===== config.mk =====
export PLATFORM = sky130hd
export DESIGN_NAME = rob_commit_ctrl
export DESIGN_NICKNAME = d
export VERILOG_FILES = /design/src/rtl/rob_commit_ctrl.sv
export SDC_FILE = /design/constraint.sdc
export NUM_CORES = 1
export LEC_CHECK = 0
export BUFFER_PORTS_ARGS = -buffer_cell sky130_fd_sc_hd__buf_2
export CORE_MARGIN = 1.5
export CORE_UTILIZATION = 44
export DETAILED_ROUTE_END_ITERATION = 8
export GPL_TIMING_DRIVEN = 0
export SYNTH_ARGS = -nofsm -noshare
export SYNTH_HDL_FRONTEND = slang
export SYNTH_SLANG_ARGS = --single-unit

===== constraint.sdc =====
create_clock -name clk -period 3.8 [get_ports clk]
set_input_delay 0.19 -clock clk [delete_from_list [all_inputs] [get_ports clk]]
set_output_delay 0.19 -clock clk [all_outputs]
set_load 0.01 [all_outputs]

===== src/rtl/rob_commit_ctrl.sv =====
// In-order retirement ROB: allocates tags at dispatch, captures CDB results by tag, retires the head.
// Commit is combinational from a done head (CDB in N -> commit in N+1); disp_ready drops only when full.
module rob_commit_ctrl #(
  parameter int ROB_DEPTH = 4
) (
  input  logic                 clk,
  input  logic                 rst,
  input  logic                 flush,
  input  logic                 disp_valid,
  output logic                 disp_ready,
  input  logic                 disp_regf_we,
  input  logic [4:0]           disp_rd_s,
  output logic [ROB_DEPTH-1:0] disp_rob,
  input  logic                 cdb_valid,
  input  logic [ROB_DEPTH-1:0] cdb_rob,
  input  logic [31:0]          cdb_rd_v,
  output logic                 commit_valid,
  output logic                 commit_regf_we,
  output logic [4:0]           commit_rd_s,
  output logic [31:0]          commit_rd_v,
  output logic [ROB_DEPTH-1:0] commit_rob,
  output logic                 rob_full,
  output logic                 rob_empty,
  output logic [ROB_DEPTH:0]   rob_count
);

  localparam int NUM_ENTRIES = 1 << ROB_DEPTH;
  localparam logic [ROB_DEPTH:0] PTR_ONE = {{ROB_DEPTH{1'b0}}, 1'b1};

  typedef struct packed {
    logic        valid;
    logic        done;
    logic        regf_we;
    logic [4:0]  rd_s;
    logic [31:0] rd_v;
  } rob_entry_t;

  rob_entry_t entries [NUM_ENTRIES];

  logic [ROB_DEPTH:0]   head_ptr;
  logic [ROB_DEPTH:0]   tail_ptr;
  logic [ROB_DEPTH-1:0] head_idx;
  logic [ROB_DEPTH-1:0] tail_idx;
  rob_entry_t           head_entry;
  logic                 disp_fire;
  logic                 cdb_fire;

  assign head_idx   = head_ptr[ROB_DEPTH-1:0];
  assign tail_idx   = tail_ptr[ROB_DEPTH-1:0];
  assign head_entry = entries[head_idx];

  // Wrap bit distinguishes full (same index, different lap) from empty.
  assign rob_empty  = (head_ptr == tail_ptr);
  assign rob_full   = (head_idx == tail_idx) && (head_ptr[ROB_DEPTH] != tail_ptr[ROB_DEPTH]);
  assign rob_count  = tail_ptr - head_ptr;

  assign disp_ready = !rob_full;
  assign disp_rob   = tail_idx;
  assign disp_fire  = disp_valid && disp_ready && !flush;
  assign cdb_fire   = cdb_valid && entries[cdb_rob].valid && !flush;

  assign commit_valid   = head_entry.valid && head_entry.done && !flush;
  assign commit_regf_we = commit_valid && head_entry.regf_we && (head_entry.rd_s != 5'd0);
  assign commit_rd_s    = head_entry.rd_s;
  assign commit_rd_v    = head_entry.rd_v;
  assign commit_rob     = head_idx;

  always_ff @(posedge clk) begin
    if (rst || flush) begin
      head_ptr <= '0;
      tail_ptr <= '0;
    end else begin
      if (disp_fire)    tail_ptr <= tail_ptr + PTR_ONE;
      if (commit_valid) head_ptr <= head_ptr + PTR_ONE;
    end
  end

  // Dispatch and commit never touch the same slot (that needs full or empty), so ordering is free
  // except that retirement must win over a repeat CDB to the committing head.
  always_ff @(posedge clk) begin
    if (rst || flush) begin
      for (int i = 0; i < NUM_ENTRIES; i++) begin
        entries[i].valid <= 1'b0;
        entries[i].done  <= 1'b0;
      end
    end else begin
      if (cdb_fire) begin
        entries[cdb_rob].done <= 1'b1;
        entries[cdb_rob].rd_v <= cdb_rd_v;
      end
      if (commit_valid) begin
        entries[head_idx].valid <= 1'b0;
        entries[head_idx].done  <= 1'b0;
      end
      if (disp_fire) begin
        entries[tail_idx].valid   <= 1'b1;
        entries[tail_idx].done    <= 1'b0;
        entries[tail_idx].regf_we <= disp_regf_we;
        entries[tail_idx].rd_s    <= disp_rd_s;
      end
    end
  end

endmodule


After elaboration in Yosys (flattened, before gate mapping)
Memory sizes are Yosys's and may differ from the RTL's. A register that Yosys moved wholly into a read port is not among the register bits.
Cells that the tools add are included.
{ "word_totals": {"ramBits": 640, "ff_bits": 10, "latchBits": 0, "memories": 1, "inputBits": 47, "mem_bits_ro": 0, "wordCells": 47} }
{ "memory_table": {"columns": ["name", "depth", "word_bits", "rd", "rd_ports_with_merged_regs", "wr", "line", "rtl"], "rows": [
  ["entries", 16, 40, 2, 1, 16, "38", "rob_entry_t entries [NUM_ENTRIES];"]
]} }
{ "classes": {"n_mul": 0, "n_div": 0, "shift": 0, "n_mux": 22, "magnitude_cmp": 0, "reduce_logical": 16, "add_sub_neg": 3, "n_bitwise": 0, "eq_ne": 3} }
{ "ops": {"columns": ["cell", "n"], "rows": [
  ["$mux 40", 3],
  ["$reduce_or 40->1", 3],
  ["$mux 4", 6],
  ["$mux 1", 11],
  ["$add 5x1->5 const B", 2],
  ["$logic_and 1x1->1", 9],
  ["$eq 5x5->1", 1],
  ["$reduce_bool 5->1", 1],
  ["$sub 5x5->5", 1],
  ["$eq 4x4->1", 1],
  ["$mux 3", 1],
  ["$logic_not 1->1", 2],
  ["$mux 2", 1],
  ["$logic_or 1x1->1", 1],
  ["$ne 1x1->1", 1]
]} }

Logic depth before layout (Yosys ltp)
{ "logic_depth": {"word_depth": 10, "ltp_mapped": 10} }

Least setup slack after synthesis
Ideal clock, no wire load.
{ "synth_timing": {"path_kind": "input-to-reg", "start": "input flush", "end": "memory entries[0][0] (netlist bit), enable pin", "arrival_time_ns": 3.174, "setup_ns": 0.463, "stages": 4, "required_ns": 3.337, "setup_slack_ns": 0.163, "path_buffers": 1, "cell_sequence": "clkbuf_1 nor4b_1 nand3b_1 nor3_1"} }
{ "synth_rtl": {"columns": ["element", "line", "rtl"], "rows": [
  ["from (decl)", "8", "input logic flush,"],
  ["to (decl)", "38", null]
]} }

==> metrics.cfg <==
[timing]
fin_skew_ns = 0.0263
post-route-period-util_pct = 96.0
setup_violations = 0
finalHoldViolCount = 0
final_max_slew_viol_count = 0
fin_hold_ws_ns = 0.299
period_minus_slack_ns = 3.65
fmax_mhz = 274
rsz0062_at_grt = no
final.setup.tns_ns = 0
worstMarginPinSlew_ns = 1.22
slew_headroom_pct = 18.6

[power]
p_leak_nw = 9.47
peakVddDrop_uv = 390
power_density_mw_per_mm2 = 489

[clock_tree]
tritoncts = built
cts.sinks = 654
numCtsBuffers = 68
cts_root_buffer = clkbuf_16
htree_levels = 3
cts_buffer_depth = 3
path_clk_slew_ns = 0.06
post-cts-setup-buffers = 0
worstSkewPairLatency_ns = 0.60

[detailed_routing]
drtIter0Drc = 1075
dr_wl_met3_um = 3200
routed.top_layer = met5
num_vias = 12700
finalWirelength_um = 59000
ant_nets = 0
wl_per_cell_um = 26.7
route.layer.met1.wl_um = 25800
via_per_inst = 5.75
drtPass1Iterations = 5
wl_met2_um = 29000
drc_errors = 0

[outcome]
outcome = completed

[synthesis]
synthDistinctLibCells = 47
postSynthCellCount = 1166
synth_compound_area_share_pct = 2.57
yosys.area_share.simple_pct = 2.36
synth.top_cell.area_share_pct = 71.8
syn-mean-instance-area_um2 = 21.8
synth.area.mux_share_pct = 17.3
synth_warnings = 0
synth_adder_area_share_pct = 0.669
synth-edff-count = 608
synth_ff_type = edfxtp_1
synthArstFlopShare_pct = 0
synth_top_family_by_area = multiplexers
syn-num-nets = 1226
yosysTopAreaCell = edfxtp_1
ys_seq_area_share_pct = 75.4
ys_top_cells_by_area = edfxtp_1 (72%), mux4_2 (16%), dfxtp_1 (3.6%), mux4_1 (1.0%), ha_1 (0.59%)
ys_seq_elements = 654
synth-xor-area-share_pct = 0.275
synth_area_mm2 = 0.0254

[worst_setup_path]
critical-path-slowest-cell = mux4_2
slowest_delay_ns = 0.55
path_cells = buf_2, buf_2, clkbuf_4, buf_4, mux4_2, mux4_2, buf_2
start_kind = register
reg2reg_from = head_ptr[3]$_SDFFE_PP0N_
criticalPathCategory = reg2out
setup.worst_path.end_class = output pin
crit_top_cell = buf_2
crit_arrival_ns = 3.46
worstPathMaxFanout = 10
required_ns = 3.61

[final_layout]
fin_area_mm2 = 0.0302
drive_gt1_share_pct = 34.1
final_net_count = 1467
area_growth_syn_to_layout_pct = 18.6
layout_commonest_cell = edfxtp_1
final_cell_count_no_fill = 2214
mostFrequentLayoutCells = edfxtp_1 (608), mux4_2 (183), buf_2 (108)
utilization_pct = 53.1

[placed_design]
placed_area_mm2 = 0.0275
port-buffer-count = 99
place_congestion = 0.814
dp.cells = 2053
dp_hpwl_um = 37500

[worst_hold_path]
hp-class = in2reg
hp-start = flush

[global_routing]
antenna_found_initial = 1
grt_start_max_net_pins = 22
gr-total-overflow = 0
first_global_vias = 13200
grt_pass1_wl_um = 88100
grt_use_total_pct = 20.4

[floorplanning]
die_area_mm2 = 0.0593
ios = 102
die_h_um = 243
start_util_pct = 44.8
dieWidth_um = 243
core_mm2 = 0.0568
row_count = 87

[flow_run]
max_cap_viol_count = 0

sequential cells by signal, summed over array words and instances (netlist names), named ones only:
signal and count:
entries 640, head_ptr 5, tail_ptr 5
cell type report:
type	count	area [um2]
buffer	67	385
clock inverter	39	422
fill	4435	26600
tap	756	946
clock buffer	81	1820
sequential	654	19200
antenna	1	2.50
multi-input combinational	435	6040
timing repair buffer	171	1350
inverter	10	37.5
stage by stage:
stage                     worst slack (ns)  total power [mW]
after floorplan                      0.163              8.06
after global placement               -3.67              8.17
after detailed placement             0.200              8.19
after CTS                          -0.0659              14.9
after global routing               0.00875              15.1
final                                0.154              14.8
Yosys cell counts, types with 5 or more instances:
| cell | count |
|---|---|
| and3_1 | 5 |
| xor2_1 | 5 |
| dfxtp_1 | 46 |
| a31o_2 | 16 |
| mux4_1 | 10 |
| o21ai_0 | 7 |
| clkbuf_1 | 30 |
| edfxtp_1 | 608 |
| o211ai_1 | 9 |
| buf_2 | 25 |
| nor3_1 | 10 |
| buf_4 | 8 |
| nand3_1 | 9 |
| mux4_2 | 183 |
| a211oi_1 | 8 |
| nand2b_1 | 5 |
| a21oi_1 | 23 |
| inv_1 | 10 |
| a22oi_1 | 10 |
| a311oi_1 | 7 |
| ha_1 | 12 |
| nand2_1 | 39 |
| nor2_1 | 37 |
cell families after synthesis:
logic type                 count (synthesis)
AOI/OAI and AO/OA                         91
xor gates and xnor gates                   8
adders and majority gates                 13
buffers and inverters                     77
DFF                                      654
muxes                                    196
and+or+nand+nor                          127
critical path: cells and delay by family (launching register included):
kind,cells,cell delay (ns)
buf+inv,5,1.43
mux,2,0.92
flops,1,0.48
per-layer routing:
layer	GRT usage, %	vias to the layer above
met4	4.79	2
met5	0	-
met3	3.49	78
met2	33.0	420
li1	-	5418
met1	29.3	6811
worst paths after layout:
check / endpoint / slack (ns) / depth (start not counted)
worst max-delay path: commit_rd_v[28] / 0.15 / 7
worst min-delay path: entries[12][38]$_SDFF_PP0_ / 0.30 / 3
worst max register to register: entries[13][32]$_DFFE_PP_ / 0.31 / 9
worst min register to register: head_ptr[4]$_SDFFE_PP0N_ / 0.50 / 2
where the power goes:
part / switching (mW) / internal [mW] / leakage [nW] / total (mW)
clock: 2.70 / 3.98 / 1.10 / 6.68
sequential: 0.00261 / 7.86 / 5.83 / 7.86
combinational: 0.143 / 0.0634 / 2.54 / 0.206
repair_timing:
item | 4_1_cts | 5_1_grt
hold endpoints to repair | 611 | 0
gates cloned | 0 | 0
gates resized for setup | 21 | 10
hold buffers | 40 | 0
endpoints found under the setup margin | 34 | 33
Note: power is estimated with default switching activity, not from simulation.
